File: config.mk
export PLATFORM = sky130hd
export DESIGN_NAME = clk_div_multi
export DESIGN_NICKNAME = d
export VERILOG_FILES = /design/src/rtl/clk_div_pkg.sv /design/src/rtl/clk_div_channel.sv /design/src/rtl/clk_div_multi.sv
export SDC_FILE = /design/constraint.sdc
export NUM_CORES = 1
export LEC_CHECK = 0
export ABC_AREA = 1
export CAP_MARGIN = 20
export CORE_MARGIN = 2
export CORE_UTILIZATION = 50
export CTS_CLUSTER_SIZE = 12
export DETAILED_ROUTE_END_ITERATION = 6
export MAX_ROUTING_LAYER = met4
export PLACE_DENSITY = 0.67
export SETUP_SLACK_MARGIN = 0.1
export SYNTH_ARGS = -nofsm -noshare
export SYNTH_HDL_FRONTEND = slang
export SYNTH_SLANG_ARGS = --single-unit
export TNS_END_PERCENT = 1
File: constraint.sdc
create_clock -name clk_i -period 3.7 [get_ports clk_i]
set_clock_uncertainty 0.05 [all_clocks]
set_input_delay 0.925 -clock clk_i [delete_from_list [all_inputs] [get_ports clk_i]]
set_output_delay 0.925 -clock clk_i [all_outputs]
set_load 0.005 [all_outputs]
File: src/rtl/clk_div_pkg.sv
// Shared types and helpers for the multi-channel clock divider.
// The optional programmable duty cycle is enabled by defining CLK_DIV_DUTY_EN.
package clk_div_pkg;

  localparam int unsigned DIV_W_DEF = 8;
  localparam int unsigned DIV_W_MAX = 16;
  localparam int unsigned CH_W_MAX  = 4;

  typedef logic [DIV_W_MAX-1:0] div_t;

  typedef enum logic {
    CH_IDLE = 1'b0,
    CH_RUN  = 1'b1
  } ch_mode_e;

  typedef struct packed {
    logic [CH_W_MAX-1:0] ch;
    div_t                div;
    div_t                high;
  } cfg_req_t;

  typedef struct packed {
    div_t     p;
    div_t     div;
    div_t     high;
    ch_mode_e mode;
    logic     pend;
    div_t     pend_div;
    div_t     pend_high;
  } ch_state_t;

  function automatic div_t ceil_half(input div_t d);
    return (d >> 1) + div_t'(d[0]);
  endfunction

endpackage

File: src/rtl/clk_div_channel.sv
// One divider channel: phase counter, run/pending-update logic and registered outputs.
// Receives an already validated high time (explicit with CLK_DIV_DUTY_EN, else ceil(div/2)).
module clk_div_channel
  import clk_div_pkg::*;
#(
  parameter div_t DIV_RST = div_t'(2)
) (
  input  logic clk_i,
  input  logic rst_ni,
  input  logic en_i,
  input  logic cfg_we_i,
  input  div_t cfg_div_i,
  input  div_t cfg_high_i,
  output logic clk_o,
  output logic tick_o,
  output logic apply_o
);

  localparam div_t ONE = div_t'(1);
  localparam ch_state_t ST_RST = '{
    p:         '0,
    div:       DIV_RST,
    high:      ceil_half(DIV_RST),
    mode:      CH_IDLE,
    pend:      1'b0,
    pend_div:  '0,
    pend_high: '0
  };

  ch_state_t st_q, st_d;
  logic      clk_q, clk_d;
  logic      tick_q, tick_d;
  logic      apply;

  always_comb begin
    st_d   = st_q;
    clk_d  = 1'b0;
    tick_d = 1'b0;
    apply  = 1'b0;

    if (!en_i) begin
      st_d.p    = '0;
      st_d.mode = CH_IDLE;
      apply     = st_q.pend;
    end else if (st_q.mode == CH_IDLE) begin
      st_d.p    = '0;
      st_d.mode = CH_RUN;
      apply     = st_q.pend;
    end else begin
      st_d.p = (st_q.p == st_q.div - ONE) ? '0 : st_q.p + ONE;
      apply  = st_q.pend && (st_d.p == '0);
    end

    // Outputs on the apply edge already use the new ratio.
    if (apply) begin
      st_d.div  = st_q.pend_div;
      st_d.high = st_q.pend_high;
      st_d.pend = 1'b0;
    end

    if (en_i) begin
      tick_d = (st_d.p == '0);
      clk_d  = (st_d.p < st_d.high);
    end

    // A request accepted on a wrap edge is only latched here; it waits for the next wrap.
    if (cfg_we_i) begin
      st_d.pend      = 1'b1;
      st_d.pend_div  = cfg_div_i;
      st_d.pend_high = cfg_high_i;
    end
  end

  always_ff @(posedge clk_i or negedge rst_ni) begin
    if (!rst_ni) begin
      st_q   <= ST_RST;
      clk_q  <= 1'b0;
      tick_q <= 1'b0;
    end else begin
      st_q   <= st_d;
      clk_q  <= clk_d;
      tick_q <= tick_d;
    end
  end

  assign clk_o   = clk_q;
  assign tick_o  = tick_q;
  assign apply_o = apply;

endmodule

File: src/rtl/clk_div_multi.sv
// Multi-channel programmable clock divider: config decode, global ready slot, error pulse.
// Define CLK_DIV_DUTY_EN to add cfg_high_i and a programmable per-channel high time.
module clk_div_multi
  import clk_div_pkg::*;
#(
  parameter int unsigned NUM_CH  = 2,
  parameter int unsigned DIV_W   = DIV_W_DEF,
  parameter int unsigned DIV_RST = 2,
  localparam int unsigned CH_W   = (NUM_CH > 1) ? $clog2(NUM_CH) : 1
) (
  input  logic              clk_i,
  input  logic              rst_ni,
  input  logic [NUM_CH-1:0] en_i,
  input  logic              cfg_valid_i,
  output logic              cfg_ready_o,
  input  logic [CH_W-1:0]   cfg_ch_i,
  input  logic [DIV_W-1:0]  cfg_div_i,
`ifdef CLK_DIV_DUTY_EN
  input  logic [DIV_W-1:0]  cfg_high_i,
`endif
  output logic [NUM_CH-1:0] clk_o,
  output logic [NUM_CH-1:0] tick_o,
  output logic              cfg_err_o
);

  cfg_req_t          req;
  logic              req_ok;
  logic              accept;
  logic [NUM_CH-1:0] apply;
  logic              ready_q, ready_d;
  logic              err_q, err_d;

  always_comb begin
    req      = '0;
    req.ch   = CH_W_MAX'(cfg_ch_i);
    req.div  = DIV_W_MAX'(cfg_div_i);
`ifdef CLK_DIV_DUTY_EN
    req.high = DIV_W_MAX'(cfg_high_i);
`else
    req.high = ceil_half(req.div);
`endif
    req_ok = (req.div != '0) && (32'(req.ch) < NUM_CH);
`ifdef CLK_DIV_DUTY_EN
    req_ok = req_ok && (req.high != '0) && (req.high <= req.div);
`endif
    accept  = cfg_valid_i && ready_q && req_ok;
    err_d   = cfg_valid_i && ready_q && !req_ok;
    ready_d = ready_q;
    if (accept) begin
      ready_d = 1'b0;
    end else if (|apply) begin
      ready_d = 1'b1;
    end
  end

  always_ff @(posedge clk_i or negedge rst_ni) begin
    if (!rst_ni) begin
      ready_q <= 1'b1;
      err_q   <= 1'b0;
    end else begin
      ready_q <= ready_d;
      err_q   <= err_d;
    end
  end

  assign cfg_ready_o = ready_q;
  assign cfg_err_o   = err_q;

  for (genvar i = 0; i < NUM_CH; i++) begin : g_ch
    clk_div_channel #(
      .DIV_RST(DIV_W_MAX'(DIV_RST))
    ) u_ch (
      .clk_i     (clk_i),
      .rst_ni    (rst_ni),
      .en_i      (en_i[i]),
      .cfg_we_i  (accept && (req.ch == CH_W_MAX'(i))),
      .cfg_div_i (req.div),
      .cfg_high_i(req.high),
      .clk_o     (clk_o[i]),
      .tick_o    (tick_o[i]),
      .apply_o   (apply[i])
    );
  end

endmodule

**Word-level counts from Yosys, hierarchy flattened**

Cells that the tools add are included.
Widths: inputs -> output; s select.

- Register bits after elaboration: 138
- Input bits: 14
- Output and inout bits: 6

- $add $sub $neg: 5
- $lt $le $gt $ge: 2
- Eq/ne operators: 2
- Muxes and demuxes: 24
- Reductions and logical operators: 18

Operators with widths:

| kind | number |
|---|---|
| $mux 16 | 8 |
| $mux 33 | 2 |
| $logic_not 16->1 | 4 |
| $add 16x1->16 const B | 2 |
| $eq 16x16->1 | 2 |
| $lt 16x16->1 | 2 |
| $sub 8x1->9 const B | 2 |
| $mux 1 | 14 |
| $add 7x1->8 | 1 |
| $reduce_bool 8->1 | 1 |
| $logic_and 1x1->1 | 7 |
| $reduce_bool 2->1 | 3 |
| $logic_not 4->1 | 1 |
| $reduce_or 2->1 | 1 |
| $logic_not 1->1 | 1 |

**Logic depth before layout (Yosys ltp)**

- Depth after elaboration: 10
- Depth in mapped cells: 28
- Depth with buffers taken out: 26

**Hierarchy**

Synthesis repeated with hierarchy kept, for this count alone.

- Cells, all modules: 1283
- Area, all modules: 9769.4 µm²

Modules (own cells, without submodules):

| module | times used | cells an instance | area each (µm²) | sequential area each (µm²) |
|---|---|---|---|---|
| clk_div_channel | 2 | 621 | 4747.1 | 2104.5 |
| clk_div_multi | 1 | 41 | 275.3 | 51.3 |

**Least setup slack after synthesis**

Ideal clock, no wire load.

- Kind: register -> register
- Start: register g_ch[0].u_ch.st_q[51] (netlist name)
- End: register g_ch[0].u_ch.clk_q
- Setup time: 0.078 ns
- Arrival time: 3.142 ns
- Data required time: 3.572 ns
- Slack: 0.431 ns
- Stages on the path, launching flop included: 27
- Clock period less this slack: 3.269 ns
- Path through: dfstp_2 inv_1 ha_1 nand2_1 inv_1 nor2_1 nand2_1 nor2_1 nand3_1 nor2_1 nand3_2 buf_6 o211ai_1 nand3_1 nor2_2 nand3_2 inv_1 buf_6 buf_6 nand2_1 o21ai_2 ha_1 a21oi_1 nor2_1 a211oi_1 nand2_1 a21oi_1

- Cells in the longest elaborated chain, start to end: 10
- Elaborated cells on any way between the ends: 12
- Those cells by class: 1 x add/sub; 1 x order compare; 1 x eq/ne; 7 x mux; 2 x reduce/logical

Ends and longest elaborated chain:

| item | line | text |
|---|---|---|
| start, declared | clk_div_channel.sv:30 | `ch_state_t st_q, st_d;` |
| start signal, assigned | clk_div_channel.sv:80 | `st_q <= st_d;` |
| $sub 8x1->9 (*) | clk_div_channel.sv:50 | `st_d.p = (st_q.p == st_q.div - ONE) ? '0 : st_q.p + ONE;` |
| $eq 16x16->1 (*) | clk_div_channel.sv:50 |  |
| $mux 16 (*) | clk_div_channel.sv:50 |  |
| $logic_not 16->1 | clk_div_channel.sv:51 | `apply = st_q.pend && (st_d.p == '0);` |
| $logic_and 1x1->1 | clk_div_channel.sv:51 |  |
| $mux 1 | clk_div_channel.sv:45 | `end else if (st_q.mode == CH_IDLE) begin` |
| $mux 1 | clk_div_channel.sv:41 | `if (!en_i) begin` |
| $mux 16 | clk_div_channel.sv:55 | `if (apply) begin` |
| $lt 16x16->1 (*) | clk_div_channel.sv:63 | `clk_d = (st_d.p < st_d.high);` |
| $mux 1 (*) | clk_div_channel.sv:61 | `if (en_i) begin` |
| via g_ch[0].u_ch.clk_d | clk_div_channel.sv:31 | `logic clk_q, clk_d;` |
| end signal, assigned | clk_div_channel.sv:81 | `clk_q <= clk_d;` |
| end, declared | clk_div_channel.sv:31 |  |

Mark *: on every way through the listed nets, which the timed path passes. The rest lies on a longest branch.
A chain may end at the register's enable or synchronous reset.

**Worst setup path in the final report**

- Start: register g_ch[1].u_ch.st_q[51] (netlist name)
- End: register g_ch[1].u_ch.clk_q

- Cells in the longest elaborated chain, start to end: 10
- Elaborated cells on any way between the ends: 12
- Those cells by class: 1 x add/sub; 1 x order compare; 1 x eq/ne; 7 x mux; 2 x reduce/logical

Ends and longest elaborated chain:

| item | line |
|---|---|
| start, declared | clk_div_channel.sv:30 |
| start signal, assigned | clk_div_channel.sv:80 |
| $sub 8x1->9 (*) | clk_div_channel.sv:50 |
| $eq 16x16->1 (*) | clk_div_channel.sv:50 |
| $mux 16 (*) | clk_div_channel.sv:50 |
| $logic_not 16->1 | clk_div_channel.sv:51 |
| $logic_and 1x1->1 | clk_div_channel.sv:51 |
| $mux 1 | clk_div_channel.sv:45 |
| $mux 1 | clk_div_channel.sv:41 |
| $mux 16 | clk_div_channel.sv:55 |
| $lt 16x16->1 (*) | clk_div_channel.sv:63 |
| $mux 1 (*) | clk_div_channel.sv:61 |
| via g_ch[1].u_ch.clk_d | clk_div_channel.sv:31 |
| end signal, assigned | clk_div_channel.sv:81 |
| end, declared | clk_div_channel.sv:31 |

Marked as above.

==> tab_implementation.tex <==
\begin{tabular}{lr}
\hline
Metric & Value \\
\hline
\multicolumn{2}{l}{\textbf{Clocking}} \\
Number of hold buffers added after CTS & 0 \\
Max Buffers Root-to-Sink & 2 \\
Clock tree from TritonCTS & done \\
Count of H-tree levels built during CTS & 4 \\
Total clock buffers created by CTS & 17 \\
Clock slew seen by the registers of the worst setup and hold paths & 0.05 ns \\
Cell chosen for the clock root & sky130\_fd\_sc\_hd\_\_clkbuf\_16 \\
Number of sinks handled by clock tree synthesis & 122 \\
Skew-Pair Late Insertion Delay & 0.41 ns \\
\multicolumn{2}{l}{\textbf{Yosys}} \\
Gate count after technology mapping & 884 \\
Per-instance average area after synthesis & 7.802 um\^{}2 \\
Cell types with the largest area share after synthesis & sky130\_fd\_sc\_hd\_\_dfrtp\_1 42\%, sky130\_fd\_sc\_hd\_\_nand2\_1 13\%, sky130\_fd\_sc\_hd\_\_ha\_1 6.7\% \\
Net count after synthesis & 935 \\
Share of Yosys cell area claimed by the top area cell type & 42.45\% \\
Number of warnings printed during yosys synthesis & 0 \\
Biggest area consumer among synthesized cells & sky130\_fd\_sc\_hd\_\_dfrtp\_1 \\
Distinct cell type count of the synthesized netlist & 36 \\
Syn Std Cell Area & 0.006897 mm\^{}2 \\
Share of synthesized registers carrying an async set or reset & 100.0\% \\
Number of storage elements in the synthesis netlist & 122 \\
Most used flip-flop cell after synthesis & sky130\_fd\_sc\_hd\_\_dfrtp\_1 \\
Count of flip-flops with a built-in enable after synthesis & 0 \\
Share of synthesized area occupied by flip-flops and latches & 44.36\% \\
\multicolumn{2}{l}{\textbf{GRT}} \\
Via count of the first global-routing pass & 5442 \\
First-pass GRT wire length & 25.39 mm \\
Total overflow reported by the global router & 0 \\
Antenna violations before repair & 0 \\
Global router's overall resource usage & 23.02\% \\
Pin count of the biggest net entering global routing & 73 \\
\multicolumn{2}{l}{\textbf{Die}} \\
Width of the die & 121.4 um \\
Core outline area & 0.01335 mm\^{}2 \\
Vertical die dimension & 121.4 um \\
Effective utilization at floorplan & 51.67\% \\
Cell Rows & 42 \\
Num ports & 20 \\
Area enclosed by the die boundary & 0.01475 mm\^{}2 \\
\multicolumn{2}{l}{\textbf{STA}} \\
Least-Margin Pin Slew & 0.6597 ns \\
Slew headroom & 56.02\% \\
Worst hold slack & 0.4105 ns \\
Timing-limited maximum frequency & 0.2914 GHz \\
Final period utilization & 92.76\% \\
Final setup vio count & 0 \\
Final-report hold violation count & 0 \\
RSZ-0062 raised after global routing & true \\
Post-route minimum period & 3.432 ns \\
Max-slew violation count & 0 \\
\multicolumn{2}{l}{\textbf{Route}} \\
Number of search-and-repair iterations in the first detailed-routing pass & 5 \\
Routed WL & 15.59 mm \\
DRT iter0 DRCs & 289 \\
Detail-routed net length per standard cell & 13.87 um \\
Vias per std cell & 5.097 \\
Number of nets still failing antenna checks after routing & 0 \\
Routed via count & 5729 \\
Number of DRC violations after detailed routing & 0 \\
\multicolumn{2}{l}{\textbf{Power}} \\
Static leakage power & 4.398 nW \\
Share of power burned in the clock network & 53.8\% \\
Share of power burned in registers & 42.7\% \\
Switching power as a share of total power & 20.07\% \\
Power consumption & 3.159 mW \\
VDD IR max & 0.0004141 V \\
Combinational group share of total power & 3.5\% \\
Internal power summed over all cells & 2.525 mW \\
Power density relative to cell area & 380.2 mW/mm\^{}2 \\
Net Switching & 0.6341 mW \\
\multicolumn{2}{l}{\textbf{Cells and area}} \\
Area delta synth->final & 20.46\% \\
Number of antenna diodes & 0 \\
Utilization of the core after routing & 62.24\% \\
Flip-flop and latch area & 0.003059 mm\^{}2 \\
Layout cells sized above 1 & 14.14\% \\
Area of the multi-input gates & 0.003387 mm\^{}2 \\
Commonest non-fill, non-tap cell in the layout & sky130\_fd\_sc\_hd\_\_nand2\_1 \\
Non-filler cells in the finished layout & 1124 \\
Leading cell types in the layout, fill and taps excluded & 240 x sky130\_fd\_sc\_hd\_\_nand2\_1, 119 x sky130\_fd\_sc\_hd\_\_inv\_1, 117 x sky130\_fd\_sc\_hd\_\_dfrtp\_1 \\
Final-layout fill cell count & 1170 \\
Nets & 986 \\
\multicolumn{2}{l}{\textbf{Critical path}} \\
Largest stage delay on the critical path & 0.54 ns \\
Critical-path cell with the highest stage delay & sky130\_fd\_sc\_hd\_\_dfstp\_2 \\
Most common cell type on the critical path & sky130\_fd\_sc\_hd\_\_nand2\_1 \\
Setup Crit Path Kind & flip-flop to flip-flop \\
Dominant delay contributor by cell family on the critical path & simple AND/OR/NAND/NOR gates \\
Worst path cell trace & inv\_2, ha\_4, inv\_1, nand2\_1, nand2\_1, nor2\_2, nand2\_1, nor2\_1, nand2\_1, nor2\_4, nand2\_4, o211ai\_1, nand2\_1, nor2\_4, nand3\_4, inv\_8, nand2\_1, o21ai\_1, ha\_1, a21oi\_1, nor2\_1, a211oi\_1, nand2\_1, a21oi\_2 \\
Nature of the critical path endpoint & flip-flop \\
Buffers and inverters on the worst path & 3 \\
Highest fanout seen on the critical path & 12 \\
Required arrival time at the worst endpoint & 3.99 ns \\
Sort of element at the start of the critical path & flip-flop \\
Worst path arrival time & 3.73 ns \\
\multicolumn{2}{l}{\textbf{Place}} \\
HPWL after detailed placement & 11.06 mm \\
Count of input and output buffers & 19 \\
Final Wtd Congestion & 0.8470 \\
Count of placed standard cells including taps & 1073 \\
\multicolumn{2}{l}{\textbf{Job}} \\
Max-capacitance violation count & 0 \\
\multicolumn{2}{l}{\textbf{Min path}} \\
Min-Delay Path Class & flip-flop to flip-flop \\
\multicolumn{2}{l}{\textbf{Status}} \\
Run status & finished, final reports clean \\
\hline
\end{tabular}
==> sequential cells by signal (all words and copies together), names as in the netlist <==
| name | count |
|---|---|
| cfg_ready_o | 1 |
| g_ch.u_ch.tick_o | 2 |
| g_ch.u_ch.clk_o | 2 |
| g_ch.u_ch.st_q | 116 |
| cfg_err_o | 1 |
==> logic make-up (layout without fill, tap and decap cells) <==
logic type	after synthesis	in the layout	share of synthesized area [%]
fa+ha+maj	37	37	6.713
xor+xnor	34	34	4.318
flops	122	122	44.36
simple gates	428	429	26.27
compound gates	103	103	8.853
buf+inv	160	223	9.489
==> final cells by class <==
type | count | area share (%)
Clock buffer | 25 | 5.602
Clock inverter | 7 | 1.687
Inverter | 140 | 6.446
Multi-Input combinational cell | 603 | 40.77
Sequential cell | 122 | 36.82
Tap cell | 176 | 2.651
Timing Repair Buffer | 51 | 6.024
==> metal layers <==
| metal | routed length, um | vias to the layer above | GRT usage, % |
|---|---|---|---|
| met3 | 525 | 22 | 5.075 |
| met2 | 7738 | 93 | 38.24 |
| met5 | 0 | - | - |
| met1 | 7053 | 2716 | 28.62 |
| met4 | 270 | 0 | 6.250 |
| li1 | - | 2898 | - |
==> metrics by stage <==
| step | setup TNS, ns | instance area (um^2) | worst slack [ns] |
|---|---|---|---|
| after global routing | 0 | 8308 | 0.05250 |
| final | 0 | 8308 | 0.2679 |
| after floorplan | 0 | 6897 | 0.4309 |
| after detailed placement | -0.05780 | 7293 | -0.05780 |
| after global placement | 0 | 7293 | 0.05697 |
| after CTS | 0 | 7906 | 0.1112 |
==> cells in the mapped netlist, types with 2 or more instances <==
library cell               instances
sky130_fd_sc_hd__a211oi_1          6
sky130_fd_sc_hd__nand2_2           4
sky130_fd_sc_hd__clkbuf_1          7
sky130_fd_sc_hd__dfrtp_1         117
sky130_fd_sc_hd__nand3_2           3
sky130_fd_sc_hd__nor2_4            5
sky130_fd_sc_hd__nand4_1          14
sky130_fd_sc_hd__nor2_2            7
sky130_fd_sc_hd__buf_6             4
sky130_fd_sc_hd__inv_1           122
sky130_fd_sc_hd__buf_2             4
sky130_fd_sc_hd__o21ai_2           6
sky130_fd_sc_hd__and2_1            2
sky130_fd_sc_hd__inv_2            13
sky130_fd_sc_hd__o21ai_1           5
sky130_fd_sc_hd__dfstp_2           5
sky130_fd_sc_hd__o221ai_1          2
sky130_fd_sc_hd__o21ai_0          53
sky130_fd_sc_hd__xor2_1           27
sky130_fd_sc_hd__buf_4             5
sky130_fd_sc_hd__nor2_1           86
sky130_fd_sc_hd__nand3_1          44
sky130_fd_sc_hd__nand2_1         245
sky130_fd_sc_hd__clkinv_1          5
sky130_fd_sc_hd__xnor2_1           7
sky130_fd_sc_hd__ha_1             37
sky130_fd_sc_hd__o211ai_1         15
sky130_fd_sc_hd__nor3_1           15
sky130_fd_sc_hd__a21oi_1          12
==> power by group through the flow <==
stage,clock network (mW),logic (mW),registers (mW)
2_1_floorplan,0,0.0431,1.37
3_3_place_gp,0,0.106,1.37
3_5_place_dp,0,0.106,1.37
4_1_cts,1.73,0.107,1.35
5_1_grt,1.80,0.126,1.35
6_report,1.70,0.112,1.35
==> path summary, 6_finish.rpt <==
| path | cells after the start | end | start | slack [ns] |
|---|---|---|---|---|
| worst max-delay path | 24 | g_ch[1].u_ch.clk_o$_DFF_PN0_ | g_ch[1].u_ch.st_q[51]$_DFFE_PN1N_ | 0.27 |
| worst min-delay path | 2 | g_ch[0].u_ch.st_q[45]$_DFF_PN0_ | g_ch[0].u_ch.st_q[45]$_DFF_PN0_ | 0.41 |
| worst max register to register | 24 | g_ch[1].u_ch.clk_o$_DFF_PN0_ | g_ch[1].u_ch.st_q[51]$_DFFE_PN1N_ | 0.27 |
| max in group asynchronous | 2 | g_ch[1].u_ch.st_q[34]$_DFF_PN1_ | rst_ni | 2.26 |
| min in group asynchronous | 1 | g_ch[0].u_ch.st_q[2]$_DFFE_PN0P_ | rst_ni | 0.50 |
| worst min register to register | 2 | g_ch[0].u_ch.st_q[45]$_DFF_PN0_ | g_ch[0].u_ch.st_q[45]$_DFF_PN0_ | 0.41 |
==> repair_timing <==
item	in CTS	in global routing
setup buffers	0	17
gates cloned	0	2
setup endpoints to repair	1	2
pin swaps	0	33
gates resized for setup	2	55
==> tightest hold or removal path, stage by stage (launching register included) <==
cell and delay (ns):
sky130_fd_sc_hd__dfrtp_1 0.31, sky130_fd_sc_hd__nand2_1 0.07, sky130_fd_sc_hd__inv_1 0.05
Power figures use the tool's default switching activity.
